<file path="src/rtl/ddr2_init_monitor.sv">
// Passive checker for the DDR2 power-up/init command stream. It enforces the init
// command order and minimum spacing, captures the mode registers and reports done or a sticky error.
module ddr2_init_monitor #(
  parameter int unsigned BA_BITS   = 3,
  parameter int unsigned ADDR_BITS = 13,
  parameter int unsigned TSTAB_CK  = 100,
  parameter int unsigned TRP_CK    = 3,
  parameter int unsigned TMRD_CK   = 2,
  parameter int unsigned TRFC_CK   = 26
) (
  input  logic                 ck,
  input  logic                 rst_n,
  input  logic                 cke,
  input  logic [3:0]           cmd,
  input  logic [BA_BITS-1:0]   ba,
  input  logic [ADDR_BITS-1:0] addr,
  output logic                 init_done,
  output logic                 init_err,
  output logic [2:0]           err_code,
  output logic [3:0]           step,
  output logic [ADDR_BITS-1:0] mr_q,
  output logic [ADDR_BITS-1:0] emr1_q,
  output logic [ADDR_BITS-1:0] emr2_q,
  output logic [ADDR_BITS-1:0] emr3_q
);

  localparam int unsigned CNT_W  = 8;
  localparam int unsigned STEP_W = 4;
  localparam int unsigned CODE_W = 3;

  localparam logic [3:0] CMD_NOP  = 4'b0111;
  localparam logic [3:0] CMD_PRE  = 4'b0010;
  localparam logic [3:0] CMD_AREF = 4'b0001;
  localparam logic [3:0] CMD_LM   = 4'b0000;

  localparam logic [CODE_W-1:0] ERR_NONE  = CODE_W'(0);
  localparam logic [CODE_W-1:0] ERR_EARLY = CODE_W'(1);
  localparam logic [CODE_W-1:0] ERR_ORDER = CODE_W'(2);
  localparam logic [CODE_W-1:0] ERR_TIME  = CODE_W'(3);
  localparam logic [CODE_W-1:0] ERR_CKE   = CODE_W'(4);

  localparam logic [STEP_W-1:0] LAST_STEP = STEP_W'(10);
  localparam logic [CNT_W-1:0]  CNT_MAX   = {CNT_W{1'b1}};

  typedef enum logic [2:0] {
    ST_PWRUP,
    ST_STAB,
    ST_SEQ,
    ST_DONE,
    ST_ERR
  } state_e;

  typedef enum logic [1:0] {
    PV_PRE,
    PV_LM,
    PV_AREF
  } prev_e;

  state_e                state_q, state_d;
  prev_e                 prev_q, prev_d;
  logic [CNT_W-1:0]      cnt_q, cnt_d;
  logic [STEP_W-1:0]     step_q, step_d;
  logic                  done_q, done_d;
  logic                  err_q, err_d;
  logic [CODE_W-1:0]     code_q, code_d;
  logic [ADDR_BITS-1:0]  mr_d, emr1_d, emr2_d, emr3_d;

  logic                  is_cmd_c;
  logic                  is_pre_c;
  logic                  is_aref_c;
  logic                  is_lm_c;
  logic                  match_c;
  logic [CNT_W-1:0]      min_gap_c;
  logic [CNT_W-1:0]      cnt_inc_c;
  logic                  raise_c;
  logic [CODE_W-1:0]     raise_code_c;
  logic                  accept_c;

  // Command decode; cs_n high is a deselect and behaves as NOP.
  always_comb begin
    is_cmd_c  = (cmd[3] == 1'b0) && (cmd != CMD_NOP);
    is_pre_c  = (cmd == CMD_PRE);
    is_aref_c = (cmd == CMD_AREF);
    is_lm_c   = (cmd == CMD_LM);
  end

  // Expected command for the current step.
  always_comb begin
    match_c = 1'b0;
    unique case (step_q)
      STEP_W'(0), STEP_W'(5): match_c = is_pre_c && addr[10];
      STEP_W'(1):             match_c = is_lm_c && (ba == BA_BITS'(2));
      STEP_W'(2):             match_c = is_lm_c && (ba == BA_BITS'(3));
      STEP_W'(3):             match_c = is_lm_c && (ba == BA_BITS'(1));
      STEP_W'(4):             match_c = is_lm_c && (ba == BA_BITS'(0)) && addr[8];
      STEP_W'(6), STEP_W'(7): match_c = is_aref_c;
      STEP_W'(8):             match_c = is_lm_c && (ba == BA_BITS'(0)) && !addr[8];
      STEP_W'(9):             match_c = is_lm_c && (ba == BA_BITS'(1)) && (addr[9:7] == 3'b111);
      STEP_W'(10):            match_c = is_lm_c && (ba == BA_BITS'(1)) && (addr[9:7] == 3'b000);
      default:                match_c = 1'b0;
    endcase
  end

  // Minimum spacing is set by the type of the previously accepted command.
  always_comb begin
    min_gap_c = CNT_W'(TMRD_CK);
    unique case (prev_q)
      PV_PRE:  min_gap_c = CNT_W'(TRP_CK);
      PV_LM:   min_gap_c = CNT_W'(TMRD_CK);
      PV_AREF: min_gap_c = CNT_W'(TRFC_CK);
      default: min_gap_c = CNT_W'(TMRD_CK);
    endcase
  end

  assign cnt_inc_c = (cnt_q == CNT_MAX) ? cnt_q : cnt_q + CNT_W'(1);

  // Next-state logic. cnt is cycles since cke rise in STAB and the command gap in SEQ.
  always_comb begin
    state_d      = state_q;
    prev_d       = prev_q;
    cnt_d        = cnt_q;
    step_d       = step_q;
    done_d       = done_q;
    err_d        = err_q;
    code_d       = code_q;
    mr_d         = mr_q;
    emr1_d       = emr1_q;
    emr2_d       = emr2_q;
    emr3_d       = emr3_q;
    raise_c      = 1'b0;
    raise_code_c = ERR_NONE;
    accept_c     = 1'b0;

    unique case (state_q)
      ST_PWRUP: begin
        cnt_d = '0;
        if (is_cmd_c) begin
          raise_c      = 1'b1;
          raise_code_c = ERR_EARLY;
        end else if (cke) begin
          state_d = ST_STAB;
          cnt_d   = CNT_W'(1);
        end
      end
      ST_STAB: begin
        if (!cke) begin
          raise_c      = 1'b1;
          raise_code_c = ERR_CKE;
        end else if (is_cmd_c) begin
          if (cnt_q < CNT_W'(TSTAB_CK)) begin
            raise_c      = 1'b1;
            raise_code_c = ERR_EARLY;
          end else if (!match_c) begin
            raise_c      = 1'b1;
            raise_code_c = ERR_ORDER;
          end else begin
            accept_c = 1'b1;
          end
        end else begin
          cnt_d = cnt_inc_c;
        end
      end
      ST_SEQ: begin
        if (!cke) begin
          raise_c      = 1'b1;
          raise_code_c = ERR_CKE;
        end else if (is_cmd_c) begin
          if (cnt_q < min_gap_c) begin
            raise_c      = 1'b1;
            raise_code_c = ERR_TIME;
          end else if (!match_c) begin
            raise_c      = 1'b1;
            raise_code_c = ERR_ORDER;
          end else begin
            accept_c = 1'b1;
          end
        end else begin
          cnt_d = cnt_inc_c;
        end
      end
      default: ;
    endcase

    if (raise_c) begin
      state_d = ST_ERR;
      err_d   = 1'b1;
      code_d  = raise_code_c;
    end else if (accept_c) begin
      step_d = step_q + STEP_W'(1);
      cnt_d  = CNT_W'(1);
      if (is_pre_c) begin
        prev_d = PV_PRE;
      end else if (is_aref_c) begin
        prev_d = PV_AREF;
      end else begin
        prev_d = PV_LM;
      end
      if (is_lm_c) begin
        if (ba == BA_BITS'(0)) begin
          mr_d = addr;
        end else if (ba == BA_BITS'(1)) begin
          emr1_d = addr;
        end else if (ba == BA_BITS'(2)) begin
          emr2_d = addr;
        end else if (ba == BA_BITS'(3)) begin
          emr3_d = addr;
        end
      end
      if (step_q == LAST_STEP) begin
        state_d = ST_DONE;
        done_d  = 1'b1;
      end else begin
        state_d = ST_SEQ;
      end
    end
  end

  always_ff @(posedge ck or negedge rst_n) begin
    if (!rst_n) begin
      state_q <= ST_PWRUP;
      prev_q  <= PV_PRE;
      cnt_q   <= '0;
      step_q  <= '0;
      done_q  <= 1'b0;
      err_q   <= 1'b0;
      code_q  <= ERR_NONE;
      mr_q    <= '0;
      emr1_q  <= '0;
      emr2_q  <= '0;
      emr3_q  <= '0;
    end else begin
      state_q <= state_d;
      prev_q  <= prev_d;
      cnt_q   <= cnt_d;
      step_q  <= step_d;
      done_q  <= done_d;
      err_q   <= err_d;
      code_q  <= code_d;
      mr_q    <= mr_d;
      emr1_q  <= emr1_d;
      emr2_q  <= emr2_d;
      emr3_q  <= emr3_d;
    end
  end

  assign init_done = done_q;
  assign init_err  = err_q;
  assign err_code  = code_q;
  assign step      = step_q;

endmodule
</file>
<file path="config.mk">
export PLATFORM = sky130hd
export DESIGN_NAME = ddr2_init_monitor
export DESIGN_NICKNAME = d
export VERILOG_FILES = /design/src/rtl/ddr2_init_monitor.sv
export SDC_FILE = /design/constraint.sdc
export NUM_CORES = 1
export LEC_CHECK = 0
export ABC_CLOCK_PERIOD_IN_PS = 7050
export CAP_MARGIN = 15
export CORE_MARGIN = 2
export CORE_UTILIZATION = 41
export CTS_BUF_LIST = sky130_fd_sc_hd__clkbuf_8
export CTS_CLUSTER_DIAMETER = 200
export DETAILED_ROUTE_END_ITERATION = 12
export PLACE_DENSITY = 0.68
export SKIP_CTS_REPAIR_TIMING = 1
export SYNTH_ARGS = -nofsm -noshare
export SYNTH_HDL_FRONTEND = slang
export SYNTH_SLANG_ARGS = --single-unit
</file>
<file path="constraint.sdc">
create_clock -name ck -period 7.05 [get_ports ck]
set_clock_uncertainty 0.15 [all_clocks]
set_input_delay 1.41 -clock ck [delete_from_list [all_inputs] [get_ports ck]]
set_output_delay 1.41 -clock ck [all_outputs]
set_load 0.05 [all_outputs]
</file>
Word-level counts from Yosys, hierarchy flattened
Index checks and enable logic that the tools add are counted.
{"block": "classes", "add_sub_neg": 2, "magnitude_cmp": 2, "mux": 44, "reduce_logical": 29, "bitwise_logic": 5, "n_eq_ne": 22}
{"operator": "2-to-1 mux 8 bit", "n": 5}
{"operator": "2-to-1 mux 3 bit", "n": 7}
{"operator": "2-to-1 mux 1 bit", "n": 19}
{"operator": "== test 4 x 3 -> 1 bit, second input constant", "n": 4}
{"operator": "case mux 8 bit (2 select lines)", "n": 1}
{"operator": "2-to-1 mux 2 bit", "n": 7}
{"operator": "== test 4 x 2 -> 1 bit, second input constant", "n": 3}
{"operator": "== test 4 bit, second input constant", "n": 3}
{"operator": "logical AND 1 bit", "n": 10}
{"operator": "case mux 5 bit (2 select lines)", "n": 1}
{"operator": "== test 3 x 2 -> 1 bit, second input constant", "n": 3}
{"operator": "zero test 3 bit", "n": 3}
{"operator": "case mux 1 bit (9 select lines)", "n": 1}
{"operator": "case mux 3 bit (3 select lines)", "n": 1}
{"operator": "adder 8 x 1 -> 8 bit, second input constant", "n": 1}
{"operator": "== test 4 x 1 -> 1 bit, second input constant", "n": 2}
{"operator": "== test 8 bit, second input constant", "n": 1}
{"operator": "zero test 4 bit", "n": 2}
{"operator": "< comparator 8 x 7 -> 1 bit, second input constant", "n": 1}
{"operator": "< comparator 8 bit", "n": 1}
{"operator": "AND reduction 7 bit", "n": 1}
{"operator": "== test 3 x 1 -> 1 bit, second input constant", "n": 2}
{"operator": "AND reduction 3 bit", "n": 2}
{"operator": "AND reduction 6 bit", "n": 1}
{"operator": "other kinds (15)", "n": 22}
{"block": "word_totals", "elab_cells": 115, "regBits": 74, "input_bits": 23, "out_inout_bits": 61}

Depth between registers and ports, before layout
{"block": "depth", "ltp_word": 11, "depth_mapped": 10, "depth_no_buf": 8}

Least setup slack after synthesis
No wires, ideal clock.
{"block": "synth_timing", "path_type": "input -> register", "start": "input port cmd[1]", "end": "register mr_q[0]", "setup_time_ps": 127, "path_slack_ps": 3412, "stages": 8, "arrival_ps": 3360, "path_buffers": 2, "required_time_ps": 6773, "cell_sequence": "clkbuf_1 -> nor3_1 -> nand3b_1 -> a311o_1 -> a31oi_4 -> nor3b_4 -> buf_6 -> mux2_1"}
{"block": "synth_between", "elab_chain_cells": 11, "elab_cells_between_ends": 34, "cone_classes": "3 x eq/ne; 18 x mux; 1 x bitwise; 12 x reduce/logical"}
{"element": "start, declared", "line": "14", "text": "input logic [3:0] cmd,"}
{"element": "zero test 4 bit", "line": "84", "text": "is_lm_c = (cmd == CMD_LM);"}
{"element": "logical AND 1 bit, on equally long branches (2 in series)"}
{"element": "case mux 1 bit (9 select lines)", "line": "90", "text": "unique case (step_q)"}
{"element": "2-to-1 mux 1 bit", "line": "153, 171"}
{"element": "2-to-1 mux 1 bit, on equally long branches", "line": "168, 150"}
{"element": "2-to-1 mux 1 bit, on equally long branches", "line": "167, 149"}
{"element": "2-to-1 mux 1 bit, on equally long branches", "line": "164, 146"}
{"element": "case mux 1 bit (3 select lines)", "line": "134", "text": "unique case (state_q)"}
{"element": "inverter 1 bit (no source line)"}
{"element": "AND reduction 4 bit (no source line) (*)"}
{"element": "end signal, assigned", "line": "239", "text": "mr_q <= mr_d;"}
{"element": "end, declared", "line": "21", "text": "output logic [ADDR_BITS-1:0] mr_q,"}
Mark *: on every way between the ends. The rest lies on a longest branch, timed or not.
A chain may end at the register's enable or synchronous reset.

Final worst setup path
{"block": "layout_timing", "start": "input port cmd[1]", "end": "register mr_q[2]"}
Same word-level chain as after synthesis.

==> results.md <==
* IR drop worst, VDD at approximately 0.10 mV
* Power Density at ~230 mW/mm²
* Result of the run: complete, no violations
* Async set-reset flop share out of synthesis at 1.00
* Top-Level Pins at 84
* Area delta synth->final at 31.7%
* Filler cell count in the final layout at between 600 and 700
* Final TNS setup at 0 ns
* Seq/Total Area, Yosys at 0.534
* TritonCTS clock tree: built
* Final Max Tran Viols at 0
* Req. time, crit path at roughly 7.2 ns
* Worst setup margin at between 2 and 2.5 ns
* Number of synthesized register bits at 74
* Vias in the first global route at between 2000 and 3000
* Avg Inst Size Synth at around 12 µm²
* Vias per Instance at between 5 and 6
* Latest clock arrival within the worst-skew pair at between 0.3 and 0.4 ns
* Antenna violations before repair at 0
* Number of nets in the final layout at just under 400
* Period utilisation layout at 0.649
* Core footprint at about 0.008 mm²
* Number of hold violations in the final report at 0
* Relative slew margins at 0.347
* Inserted Clock Buffers at 9
* Data arrival time of the critical path at around 4.7 ns
* Fmax at ~0.22 GHz
* Maximum clock path buffer count at 2
* Path class of the lowest-slack min-delay path: reg -> reg
* Least-Margin Pin Slew at 0.968 ns
* Placed cell area at roughly 0.0044 mm²
* Leading register cell type out of synthesis: dfrtp_1
* Maximum number of pins on one net before global-route repair at 75
* Power Total at roughly 1.1 mW
* Leading post-synthesis cells by cell area: dfrtp_1 53%, mux2_2 14%, mux2_1 3.9%, ha_1 2.5%, nand2_1 1.7%
* Top post-synthesis cells by count: 74 x dfrtp_1, 42 x mux2_2, 16 x nand2_1, 16 x nor2_1, 12 x mux2_1
* Die area at ~0.0092 mm²
* Final core utilization at 0.555
* Post-detailed-route wirelength per cell at approximately 17 µm
* Number of port buffers at 83
* Post-synth EDFFs at 0
* Biggest fanout along the worst timing path at 25
* Routed wire length at between 7000 and 8000 µm
* Number of DRC markers in iteration 0 at 72
* Initial standard-cell utilization of the core at 0.422
* Die outline height at 95.9 µm
* Distinct cells, synth at 51
* Total of warnings raised by yosys at 0
* Router iterations before antenna repair at 4
* Total track usage at 0.187
* DP Wirelength at ~5600 µm
* Class of the most critical setup path: in -> reg
* Vias after detailed routing at roughly 2500
* Worst Setup Start Kind: primary input
* Routability-driven placement congestion ratio at between 0.9 and 1
* X dimension of the die at approximately 96 µm
* Category of the worst setup path capture point: flip-flop
* Static Leak at ~2.1 nW
* Remaining number of nets flagged by the antenna check after routing at 0
* Clock-pin slew of the registers on the worst-case setup and hold paths at ~0.09 ns
* CTS Root Buffer Type: clkbuf_8
* # clock sinks at between 70 and 80
* Fraction of synthesized cell area taken by the top area cell type at 0.534
* Number of H-tree levels at 3
* Total grt overflow at 0
* Non-filler instance count after layout at about 480
* Worst hold slack across all endpoints at about 0.32 ns
* Number of design rule violations left after detail routing at 0
* Most frequent cell after synthesis: dfrtp_1
* Synthesized netlist cell count at between 200 and 300
* Pre-CTS setup slack at a little over 2 ns
* Unrepaired setup endpoints after global routing: no
* Net count after synthesis at ~310
* Yosys top cell by area: dfrtp_1
* Final Critical Period at roughly 4.6 ns
* Antenna diodes at 0
* Dpl cells at 460
* Standard-cell row count at 33
* Max-cap violations at 0
* Global-route wire length before repair at between 10000 and 15000 µm
* Fraction of final layout cells with drive strength greater than 1 at 0.189
* Area of all placed cells without fillers at ~0.0046 mm²
* Synthesized area at about 0.0035 mm²
* Total setup violations reported at the end of the flow at 0
==> placed cells by master (no fill, tap or decap), types with 4 or more instances in the layout <==
master,instances
or2_2,4
nand4_1,5
nand3_1,7
clkdlybuf4s50_1,82
nor3_1,7
mux2_2,42
o21ai_0,6
dfrtp_1,74
mux2_1,12
clkbuf_8,9
inv_1,9
a21oi_1,6
ha_1,7
nand2_1,16
nor2_1,16
a311oi_1,5
==> sequential cells by signal, summed over array words and instances, names as in the netlist <==
register	count
err_code	3
cnt_q	8
prev_q	2
emr1_q	13
emr2_q	13
state_q	3
init_err	1
mr_q	13
step	4
emr3_q	13
init_done	1
==> power by group <==
part | total (mW) | switching, mW | internal, mW
Combinational | 0.216 | 0.129 | 0.0870
Sequential | 0.495 | 0.0411 | 0.454
Clock | 0.343 | 0.172 | 0.171
Total | 1.05 | 0.342 | 0.712
==> final cells by class <==
class,count,area [µm²],share of cell area
repair buffers,84,833,0.183
clock buffers,9,124,0.0272
multi-input cells,188,1500,0.329
flip-flops and latches,74,1850,0.406
inverters,9,33.8,0.00741
clock inverters,7,86.3,0.0189
well taps,105,131,0.0288
==> per-layer routing <==
| layer | global-route usage | part of all wire | up-vias | wire length [µm] |
|---|---|---|---|---|
| met5 | 0 | 0 | - | 0 |
| met2 | 0.273 | 0.43 | 74 | 3400 |
| li1 | - | - | 1204 | - |
| met1 | 0.247 | 0.46 | 1238 | 3620 |
| met3 | 0.0948 | 0.10 | 9 | 803 |
| met4 | 0.0500 | 0.011 | 0 | 89 |
==> worst max-delay path, stage by stage <==
cell and delay, ns:
clkdlybuf4s50_1 0.55, nor3_1 0.33, nand3b_1 0.22, a311o_1 0.39
a31oi_4 0.64, nor3b_4 0.72, mux2_2 0.40
==> worst paths after layout <==
kind / from / end / slack, ns / cells after the start
max: cmd[1] / mr_q[2]$_DFFE_PN0P_ / 2.48 / 7
min: init_err$_DFFE_PN0P_ / init_err$_DFFE_PN0P_ / 0.32 / 1
max reg2reg: step[0]$_DFFE_PN0P_ / mr_q[2]$_DFFE_PN0P_ / 3.22 / 8
min reg2reg: init_err$_DFFE_PN0P_ / init_err$_DFFE_PN0P_ / 0.32 / 1
max in group asynchronous: rst_n / emr2_q[4]$_DFFE_PN0P_ / 5.02 / 2
min in group asynchronous: rst_n / step[2]$_DFFE_PN0P_ / 1.12 / 2
==> logic make-up after synthesis <==
| group | synth area share |
|---|---|
| and+or+nand+nor | 0.126 |
| DFF | 0.534 |
| muxes | 0.178 |
| AOI/OAI and AO/OA | 0.0939 |
| buffers and inverters | 0.0321 |
| adders and majority gates | 0.0253 |
| xor gates and xnor gates | 0.0101 |
Power figures use the tool's default switching activity.
